--- src/rtl/mem_port_arbiter_pkg.sv ---
// Shared definitions for mem_port_arbiter: FSM state encoding, IorD select
// values and the wait-counter width/load helper.
package mem_port_arbiter_pkg;

   typedef enum logic [1:0] {
      IDLE   = 2'd0,
      ACCESS = 2'd1,
      DONE   = 2'd2
   } arb_state_e;

   localparam logic SEL_INSTR = 1'b0;
   localparam logic SEL_DATA  = 1'b1;

   localparam int unsigned CNT_W = 4;

   // Wait-state load value; anything above the counter range saturates.
   function automatic logic [CNT_W-1:0] wait_load(input int unsigned w);
      if (w > 15) begin
         return 4'd15;
      end
      return CNT_W'(w);
   endfunction

endpackage

--- src/rtl/mem_port_arbiter_if.sv ---
// Bus bundle between the two requesters, the arbiter and the memory.
// slave = arbiter side, master = requester/memory side.
interface mem_port_arbiter_if #(
   parameter int unsigned ADDR_W = 32,
   parameter int unsigned DATA_W = 32
);
   // fetch port
   logic              if_req;
   logic [ADDR_W-1:0] if_addr;
   logic              if_ack;
   logic [DATA_W-1:0] if_rdata;
   // data port
   logic              d_req;
   logic              d_we;
   logic [ADDR_W-1:0] d_addr;
   logic [DATA_W-1:0] d_wdata;
   logic              d_ack;
   logic [DATA_W-1:0] d_rdata;
   // memory side
   logic              IorD;
   logic              mem_en;
   logic              mem_we;
   logic [ADDR_W-1:0] mem_addr;
   logic [DATA_W-1:0] mem_wdata;
   logic [DATA_W-1:0] mem_rdata;
   logic              busy;

   modport slave (
      input  if_req, if_addr, d_req, d_we, d_addr, d_wdata, mem_rdata,
      output if_ack, if_rdata, d_ack, d_rdata, IorD, mem_en, mem_we, mem_addr,
             mem_wdata, busy
   );

   modport master (
      output if_req, if_addr, d_req, d_we, d_addr, d_wdata, mem_rdata,
      input  if_ack, if_rdata, d_ack, d_rdata, IorD, mem_en, mem_we, mem_addr,
             mem_wdata, busy
   );
endinterface

--- src/rtl/mem_port_arbiter_addr_sel_mux.sv ---
// addr_sel_mux: 2:1 address mux steered by IorD (0 = fetch, 1 = data).
module addr_sel_mux
   import mem_port_arbiter_pkg::*;
#(
   parameter int unsigned WIDTH = 32
) (
   input  logic             sel_i,
   input  logic [WIDTH-1:0] instr_addr_i,
   input  logic [WIDTH-1:0] data_addr_i,
   output logic [WIDTH-1:0] addr_o
);

   // Pick the address of whichever requester currently owns the memory.
   always_comb begin
      addr_o = (sel_i == SEL_DATA) ? data_addr_i : instr_addr_i;
   end

endmodule

--- src/rtl/mem_port_arbiter.sv ---
// mem_port_arbiter: shares one memory port between an instruction-fetch and a
// data requester. IDLE arbitrates, ACCESS holds the memory for WAIT_CYCLES+1
// cycles, DONE pulses the matching ack.
// Optional feature: define MEM_ARB_RR_EN for round-robin arbitration on
// contention; default build uses fixed priority (data over fetch).
module mem_port_arbiter
   import mem_port_arbiter_pkg::*;
#(
   parameter int unsigned ADDR_W      = 32,
   parameter int unsigned DATA_W      = 32,
   parameter int unsigned WAIT_CYCLES = 2
) (
   input logic              clk,
   input logic              rst,
   mem_port_arbiter_if.slave bus
);

   localparam logic [CNT_W-1:0] WaitLoad = wait_load(WAIT_CYCLES);

   arb_state_e        state_q;
   logic              iord_q;
   logic              mem_en_q;
   logic              mem_we_q;
   logic              if_ack_q;
   logic              d_ack_q;
   logic [DATA_W-1:0] if_rdata_q;
   logic [DATA_W-1:0] d_rdata_q;
   logic [CNT_W-1:0]  cnt_q;

   logic              any_req;
   logic              grant_data;
   logic [ADDR_W-1:0] mem_addr;

   assign any_req = bus.if_req | bus.d_req;

`ifdef MEM_ARB_RR_EN
   // 1 = data was granted last; reset value makes fetch win the first contention.
   logic last_data_q;

   // Under contention the requester not served last wins.
   always_comb begin
      if (bus.if_req && bus.d_req) begin
         grant_data = ~last_data_q;
      end else begin
         grant_data = bus.d_req;
      end
   end

   // Remember who got the memory at every grant.
   always_ff @(posedge clk or posedge rst) begin
      if (rst) begin
         last_data_q <= 1'b1;
      end else if (state_q == IDLE && any_req) begin
         last_data_q <= grant_data;
      end
   end
`else
   // Fixed priority: a data request always beats a fetch.
   always_comb begin
      grant_data = bus.d_req;
   end
`endif

   // Arbitration FSM with registered memory strobes, acks and read data.
   always_ff @(posedge clk or posedge rst) begin
      if (rst) begin
         state_q    <= IDLE;
         iord_q     <= SEL_INSTR;
         mem_en_q   <= 1'b0;
         mem_we_q   <= 1'b0;
         if_ack_q   <= 1'b0;
         d_ack_q    <= 1'b0;
         if_rdata_q <= '0;
         d_rdata_q  <= '0;
         cnt_q      <= '0;
      end else begin
         unique case (state_q)
            IDLE: begin
               if (any_req) begin
                  iord_q   <= grant_data;
                  cnt_q    <= WaitLoad;
                  mem_en_q <= 1'b1;
                  mem_we_q <= grant_data & bus.d_we;
                  state_q  <= ACCESS;
               end
            end
            ACCESS: begin
               if (cnt_q == '0) begin
                  mem_en_q <= 1'b0;
                  mem_we_q <= 1'b0;
                  if (iord_q == SEL_DATA) begin
                     // Stores keep the previous load data.
                     if (!mem_we_q) begin
                        d_rdata_q <= bus.mem_rdata;
                     end
                     d_ack_q <= 1'b1;
                  end else begin
                     if_rdata_q <= bus.mem_rdata;
                     if_ack_q   <= 1'b1;
                  end
                  state_q <= DONE;
               end else begin
                  cnt_q <= cnt_q - 4'd1;
               end
            end
            DONE: begin
               // Requests seen here wait for the next IDLE.
               if_ack_q <= 1'b0;
               d_ack_q  <= 1'b0;
               state_q  <= IDLE;
            end
            default: begin
               state_q <= IDLE;
            end
         endcase
      end
   end

   addr_sel_mux #(
      .WIDTH (ADDR_W)
   ) u_addr_sel_mux (
      .sel_i        (iord_q),
      .instr_addr_i (bus.if_addr),
      .data_addr_i  (bus.d_addr),
      .addr_o       (mem_addr)
   );

   // Drive the bus from registered state.
   always_comb begin
      bus.IorD      = iord_q;
      bus.mem_en    = mem_en_q;
      bus.mem_we    = mem_we_q;
      bus.mem_addr  = mem_addr;
      bus.mem_wdata = bus.d_wdata;
      bus.if_ack    = if_ack_q;
      bus.d_ack     = d_ack_q;
      bus.if_rdata  = if_rdata_q;
      bus.d_rdata   = d_rdata_q;
      bus.busy      = (state_q != IDLE);
   end

endmodule

--- src/flat_wrapper.sv ---
// flat-port wrapper written by rule: the top's interface ports become plain ports
module mem_port_arbiter_flat import mem_port_arbiter_pkg::*;
#(
   parameter int unsigned ADDR_W      = 32,
   parameter int unsigned DATA_W      = 32,
   parameter int unsigned WAIT_CYCLES = 2
)
  (clk, rst, bus_if_req, bus_if_addr, bus_d_req, bus_d_we, bus_d_addr, bus_d_wdata, bus_mem_rdata, bus_if_ack, bus_if_rdata, bus_d_ack, bus_d_rdata, bus_IorD, bus_mem_en, bus_mem_we, bus_mem_addr, bus_mem_wdata, bus_busy);
  mem_port_arbiter_if #(.ADDR_W(ADDR_W), .DATA_W(DATA_W)) bus_i ();
  input logic clk;
  input logic rst;
  input wire logic [$bits(bus_i.if_req)-1:0] bus_if_req;
  input wire logic [$bits(bus_i.if_addr)-1:0] bus_if_addr;
  input wire logic [$bits(bus_i.d_req)-1:0] bus_d_req;
  input wire logic [$bits(bus_i.d_we)-1:0] bus_d_we;
  input wire logic [$bits(bus_i.d_addr)-1:0] bus_d_addr;
  input wire logic [$bits(bus_i.d_wdata)-1:0] bus_d_wdata;
  input wire logic [$bits(bus_i.mem_rdata)-1:0] bus_mem_rdata;
  output wire logic [$bits(bus_i.if_ack)-1:0] bus_if_ack;
  output wire logic [$bits(bus_i.if_rdata)-1:0] bus_if_rdata;
  output wire logic [$bits(bus_i.d_ack)-1:0] bus_d_ack;
  output wire logic [$bits(bus_i.d_rdata)-1:0] bus_d_rdata;
  output wire logic [$bits(bus_i.IorD)-1:0] bus_IorD;
  output wire logic [$bits(bus_i.mem_en)-1:0] bus_mem_en;
  output wire logic [$bits(bus_i.mem_we)-1:0] bus_mem_we;
  output wire logic [$bits(bus_i.mem_addr)-1:0] bus_mem_addr;
  output wire logic [$bits(bus_i.mem_wdata)-1:0] bus_mem_wdata;
  output wire logic [$bits(bus_i.busy)-1:0] bus_busy;
  assign bus_i.if_req = bus_if_req;
  assign bus_i.if_addr = bus_if_addr;
  assign bus_i.d_req = bus_d_req;
  assign bus_i.d_we = bus_d_we;
  assign bus_i.d_addr = bus_d_addr;
  assign bus_i.d_wdata = bus_d_wdata;
  assign bus_i.mem_rdata = bus_mem_rdata;
  assign bus_if_ack = bus_i.if_ack;
  assign bus_if_rdata = bus_i.if_rdata;
  assign bus_d_ack = bus_i.d_ack;
  assign bus_d_rdata = bus_i.d_rdata;
  assign bus_IorD = bus_i.IorD;
  assign bus_mem_en = bus_i.mem_en;
  assign bus_mem_we = bus_i.mem_we;
  assign bus_mem_addr = bus_i.mem_addr;
  assign bus_mem_wdata = bus_i.mem_wdata;
  assign bus_busy = bus_i.busy;
  mem_port_arbiter #(.ADDR_W(ADDR_W), .DATA_W(DATA_W), .WAIT_CYCLES(WAIT_CYCLES)) u_core (.clk(clk), .rst(rst), .bus(bus_i));
endmodule
--- config.mk ---
export PLATFORM = sky130hd
export DESIGN_NAME = mem_port_arbiter_flat
export DESIGN_NICKNAME = d
export VERILOG_FILES = /design/src/rtl/mem_port_arbiter_pkg.sv /design/src/rtl/mem_port_arbiter_if.sv /design/src/rtl/mem_port_arbiter_addr_sel_mux.sv /design/src/rtl/mem_port_arbiter.sv /design/src/flat_wrapper.sv
export SDC_FILE = /design/constraint.sdc
export NUM_CORES = 1
export LEC_CHECK = 0
export BUFFER_PORTS_ARGS = -buffer_cell sky130_fd_sc_hd__buf_2
export CAP_MARGIN = 5
export CELL_PAD_IN_SITES_DETAIL_PLACEMENT = 0
export CELL_PAD_IN_SITES_GLOBAL_PLACEMENT = 2
export CORE_ASPECT_RATIO = 1.2
export CORE_UTILIZATION = 24
export CTS_BUF_LIST = sky130_fd_sc_hd__clkbuf_8
export CTS_CLUSTER_DIAMETER = 60
export DETAILED_ROUTE_END_ITERATION = 12
export PLACE_DENSITY_LB_ADDON = 0.25
export SYNTH_ARGS = -nofsm -noshare
export SYNTH_HDL_FRONTEND = slang
export SYNTH_SLANG_ARGS = --single-unit
--- constraint.sdc ---
create_clock -name clk -period 2.4 [get_ports clk]
set_clock_uncertainty 0.1 [all_clocks]
set_input_delay 0.24 -clock clk [delete_from_list [all_inputs] [get_ports clk]]
set_output_delay 0.24 -clock clk [all_outputs]
set_load 0.02 [all_outputs]
# --- Word-level counts from Yosys, hierarchy flattened ---
# Cells that the tools add are included.
# Widths: inputs -> output; s select.
word_totals:
  out_inout_bits: 134
  elab_cells: 52
  register_bits: 75
  inputBits: 133
classes:
  n_reduce_logical: 13
  mux: 18
  n_eq_ne: 7
  bitwise: 4
  addsub: 1
ops:
  columns: ["operator", "n"]
  rows:
  - ["$mux 32", 1]
  - ["$reduce_and 3->1", 5]
  - ["$mux 4", 2]
  - ["$pmux 1 s2", 4]
  - ["$pmux 4 s2", 1]
  - ["$mux 1", 7]
  - ["$ne 2x1->1 const B", 3]
  - ["$reduce_bool 2->1", 3]
  - ["$logic_not 4->1", 1]
  - ["$mux 2", 2]
  - ["$ne 2x2->1 const B", 2]
  - ["$pmux 2 s2", 1]
  - ["$reduce_and 2->1", 2]
  - ["$reduce_and 4->1", 1]
  - ["$sub 4x1->4 const B", 1]
  - ["$eq 2x1->1 const B", 1]
  - ["$eq 2x2->1 const B", 1]
  - ["$logic_not 2->1", 1]
  - ["$not 1->1", 2]
  - ["$and 1x1->1", 1]
  - ["$or 1x1->1", 1]

# --- Longest topological paths before layout ---
logic_depth:
  word_depth: 3
  mapped_depth: 7
  ltp_nobuf: 5

# --- Cells and area by module ---
# From an unflattened synthesis, not the netlist that was laid out.
unflattened:
  cells_unflattened: 255
  area_unflattened_um2: 3701.0
by_module_without_submodules:
  columns: ["module", "seq_area_each_um2", "n_inst", "area_each_um2", "cells_per_inst"]
  rows:
  - ["mem_port_arbiter", 1876.8, 1, 3156.8, 219]
  - ["addr_sel_mux", 0.0, 1, 544.3, 36]

# --- Worst setup path before layout ---
# Ideal clock, no wire load.
synth_timing:
  path_type: "flip-flop to flip-flop"
  start: "register u_core.cnt_q[0]"
  end: "register u_core.if_rdata_q[10] (netlist: u_core.bus.if_rdata[10])"
  setup_ns: 0.125
  required_ns: 2.175
  path_buffers: 2
  t_arrival_ns: 1.959
  slack_ns: 0.216
  stages_incl_launch_ff: 8
  cell_sequence: "dfrtp_1 -> inv_1 -> ha_1 -> or3b_4 -> or3_1 -> buf_6 -> buf_12 -> mux2_4"
synth_between:
  elab_chain_len: 2
synth_rtl:
  columns: ["element", "line_no", "text"]
  rows:
  - ["start, declared", "mem_port_arbiter.sv:28", "logic [CNT_W-1:0] cnt_q;"]
  - ["start signal, assigned", "mem_port_arbiter.sv:81", "cnt_q <= WaitLoad;"]
  - ["start signal, assigned", "mem_port_arbiter.sv:103", "cnt_q <= cnt_q - 4'd1;"]
  - ["$logic_not 4->1", "mem_port_arbiter.sv:88", "if (cnt_q == '0) begin"]
  - ["$reduce_and 3->1 (no line)", null, null]
  - ["end signal, assigned", "mem_port_arbiter.sv:98", "if_rdata_q <= bus.mem_rdata;"]
  - ["end, declared", "mem_port_arbiter.sv:26", "logic [DATA_W-1:0] if_rdata_q;"]
# No other way between the ends.
# A chain may end at the register's enable or synchronous reset.

# --- Worst setup path in the final report ---
layout_timing:
  start: "register u_core.cnt_q[1]"
  end: "register u_core.if_rdata_q[15] (netlist: u_core.bus.if_rdata[15])"
# Same word-level chain as after synthesis.

==> impl_metrics.py <==
metrics = {
    "run_status": {
        "status": "complete, no violations",
    },
    "worst_setup_path": {
        "reg2reg_to": "u_core.bus.if_rdata[15]$_DFFE_PP0P_",
        "endpoint": "u_core.bus.if_rdata[15]$_DFFE_PP0P_",
        "cp-startpoint": "u_core.cnt_q[1]$_DFFE_PP0P_",
        "r2r_slack_ns": 0.12,
        "path_cells": "inv_1 -> ha_1 -> or3b_4 -> or3_4 -> clkbuf_16 -> mux2_4",
        "arrival_ns": 2.41,
        "rr_startpoint": "u_core.cnt_q[1]$_DFFE_PP0P_",
        "r2r.worst_path.cells": 6,
        "cpMaxStageDelayCell": "or3b_4",
        "critPathLaunchType": "register",
        "required_ns": 2.53,
        "end_kind": "register",
        "cp_max_fo": 16,
        "slowest_delay_ns": 0.43,
        "criticalPathCategory": "register to register",
    },
    "cells_and_area": {
        "fillerInstances": 1591,
        "regArea_um2": 1880,
        "postLayoutCellArea_um2": 4880,
        "final_cell_mix": "buf_2 (202), dfrtp_1 (75), mux2_2 (67)",
        "antennaDiodeCount": 0,
        "nets": 572,
        "syn2layout_area_growth_pct": 33.4,
        "multi_input_area_um2": 1430,
        "final_common_cell": "buf_2",
        "drive_gt1_frac": 0.728,
    },
    "global_route": {
        "grt_use_total": 0.117,
        "grt_max_degree": 46,
        "gr-total-overflow": 0,
        "antenna_found_initial": 0,
        "grt_pass1_vias": 2712,
        "grt_pass1_wl_um": 14100,
    },
    "yosys": {
        "synth_mux_area_frac": 0.325,
        "synthArstFlopShare": 1.00,
        "synthSimpleGateAreaFrac": 0.0359,
        "synthXorXnorAreaFrac": 0,
        "synth_fa_ha_area_frac": 0.00684,
        "syn_avg_cell_area_um2": 14.1,
        "synth_cells": 259,
        "syn_nets": 394,
        "synth-edff-count": 0,
        "synth-seq-cells": 75,
        "synth.distinct_cells": 28,
        "synth_compound_area_frac": 0.0212,
        "seq_area_frac_synth": 0.513,
        "dominantRegCellSynth": "dfrtp_1",
        "yosys_warnings": 0,
        "synth_top_family_by_area": "multiplexers",
        "synth_area_um2": 3660,
    },
    "drt": {
        "wirelength_um": 9490,
        "vias": 2636,
        "wl_per_cell_um": 14.7,
        "first_pass_iters": 4,
        "drcViolationCount": 0,
        "drtIter0Drc": 68,
        "ant_nets": 0,
        "vias_per_cell": 4.09,
    },
    "timing": {
        "finalSetupViolCount": 0,
        "finalCritPeriodShare": 0.949,
        "fin_ws_ns": 0.123,
        "fin_crit_ns": 2.28,
        "tightestPinTransition_ns": 0.493,
        "fmax_ghz": 0.439,
        "slew_headroom": 0.671,
        "tns_ns": 0,
        "rsz0062_at_grt": "no",
        "slew_violations": 0,
        "hold_viol": 0,
    },
    "place": {
        "place_area_um2": 4660,
        "portBuffers": 202,
        "dp_slack_ns": 0.0446,
        "hpwlAfterDp_um": 7060,
        "gp_congestion": 0.725,
    },
    "clocking": {
        "cts_tree": "done",
        "clk_pin_slew_ns": 0.08,
        "postCtsSetupBuffers": 0,
        "cts_htree_levels": 3,
        "clock_latency_ns": 0.34,
        "clockBufferDepth": 2,
        "numCtsBuffers": 9,
        "clock_sinks": 75,
        "cts_root_buffer": "clkbuf_8",
    },
    "power": {
        "leakagePower_nw": 2.49,
        "p_per_area_nw_per_um2": 1390,
        "ir_drop_uv": 363,
        "power.total_mw": 6.78,
    },
    "die": {
        "num_rows": 49,
        "fp.dieW_um": 115,
        "start_util": 0.245,
        "die_y_um": 137,
        "dieArea_um2": 15800,
        "boundaryPins": 267,
        "coreArea_um2": 15000,
    },
    "run": {
        "maxCapViolCount": 0,
    },
    "hold_path": {
        "hp-class": "input pin to register",
    },
}
[repair_timing]
action,in CTS,in global routing
setup endpoints to repair,0,31
resized for setup,0,1
hold buffers,1,0
endpoints found under the hold margin,10,0
[final cells by class]
cell class / count / area share
clock buffers: 9 / 0.0254
well taps: 204 / 0.0523
clock inverters: 6 / 0.0123
flip-flops and latches: 75 / 0.384
repair buffers: 210 / 0.229
multi-input cells: 135 / 0.293
inverters: 6 / 0.00461
[worst min-delay path by stage]
| stage | end | start | slack [ns] | cells after the start |
|---|---|---|---|---|
| floorplan | u_core.bus.mem_we$_DFFE_PP0P_ | bus_d_req | 0.28 | 2 |
| global placement | u_core.bus.d_rdata[15]$_DFFE_PP0P_ | rst | 0.09 | 2 |
| detailed placement | u_core.bus.if_rdata[15]$_DFFE_PP0P_ | rst | 0.1 | 2 |
| CTS | u_core.bus.if_rdata[1]$_DFFE_PP0P_ | bus_mem_rdata[1] | 0.02 | 2 |
| global route | u_core.bus.if_rdata[5]$_DFFE_PP0P_ | bus_mem_rdata[5] | 0.02 | 2 |
| finish | u_core.bus.if_rdata[1]$_DFFE_PP0P_ | bus_mem_rdata[1] | 0.04 | 2 |
[sequential cells by signal (all words and copies together) (netlist names)]
register	count
u_core.bus.d_rdata	32
u_core.bus.if_rdata	32
u_core.cnt_q	4
u_core.state_q	2
u_core.bus.IorD	1
u_core.bus.d_ack	1
u_core.bus.if_ack	1
u_core.bus.mem_en	1
u_core.bus.mem_we	1
[Yosys cell counts (2+ instances only)]
cell      number  area (µm²)
nor2b_1        2        12.5
nor2_1         6        22.5
nor3_1         2        10.0
mux2_4        29         435
ha_1           2        25.0
a22o_1         2        17.5
buf_4         32         240
buf_12         3        60.1
nand3_1        4        20.0
nand2_1        4        15.0
o21ai_0        5        25.0
clkbuf_1       5        18.8
mux2_2        67         754
nand2b_1       2        12.5
dfrtp_1       75        1880
buf_1          2        7.51
inv_1          6        22.5
[logic make-up after synthesis]
| logic type | after synthesis |
|---|---|
| mux | 96 |
| flops | 75 |
| buf+inv | 49 |
| simple gates | 25 |
| compound gates | 12 |
| fa+ha+maj | 2 |
[critical path: cells and delay by family (launching register included)]
kind | cells | cell delay, ns
simple gates | 2 | 0.86
flops | 1 | 0.40
buf+inv | 2 | 0.31
mux | 1 | 0.31
fa+ha+maj | 1 | 0.19
[per-layer routing]
| metal | share of wire | up-vias | track usage |
|---|---|---|---|
| li1 | - | 1225 | - |
| met5 | 0 | - | 0 |
| met3 | 0.062 | 25 | 0.0290 |
| met2 | 0.52 | 110 | 0.210 |
| met4 | 0.024 | 0 | 0.0541 |
| met1 | 0.39 | 1276 | 0.130 |
[per-stage QoR]
step | util | hold WS [ns] | instances
finish | 0.326 | 0.0377 | 645
global route | 0.326 | 0.0230 | 645
CTS | 0.325 | 0.0188 | 644
detailed placement | 0.312 | 0.0996 | 628
global placement | 0.312 | 0.0948 | 628
floorplan | - | 0.279 | 259
[power by group]
part	switching [mW]	total [mW]	internal, mW
Clock	0.461	0.929	0.467
Sequential	0.324	2.23	1.91
Combinational	1.98	3.62	1.64
Total	2.77	6.78	4.01
Power figures use the tool's default switching activity.
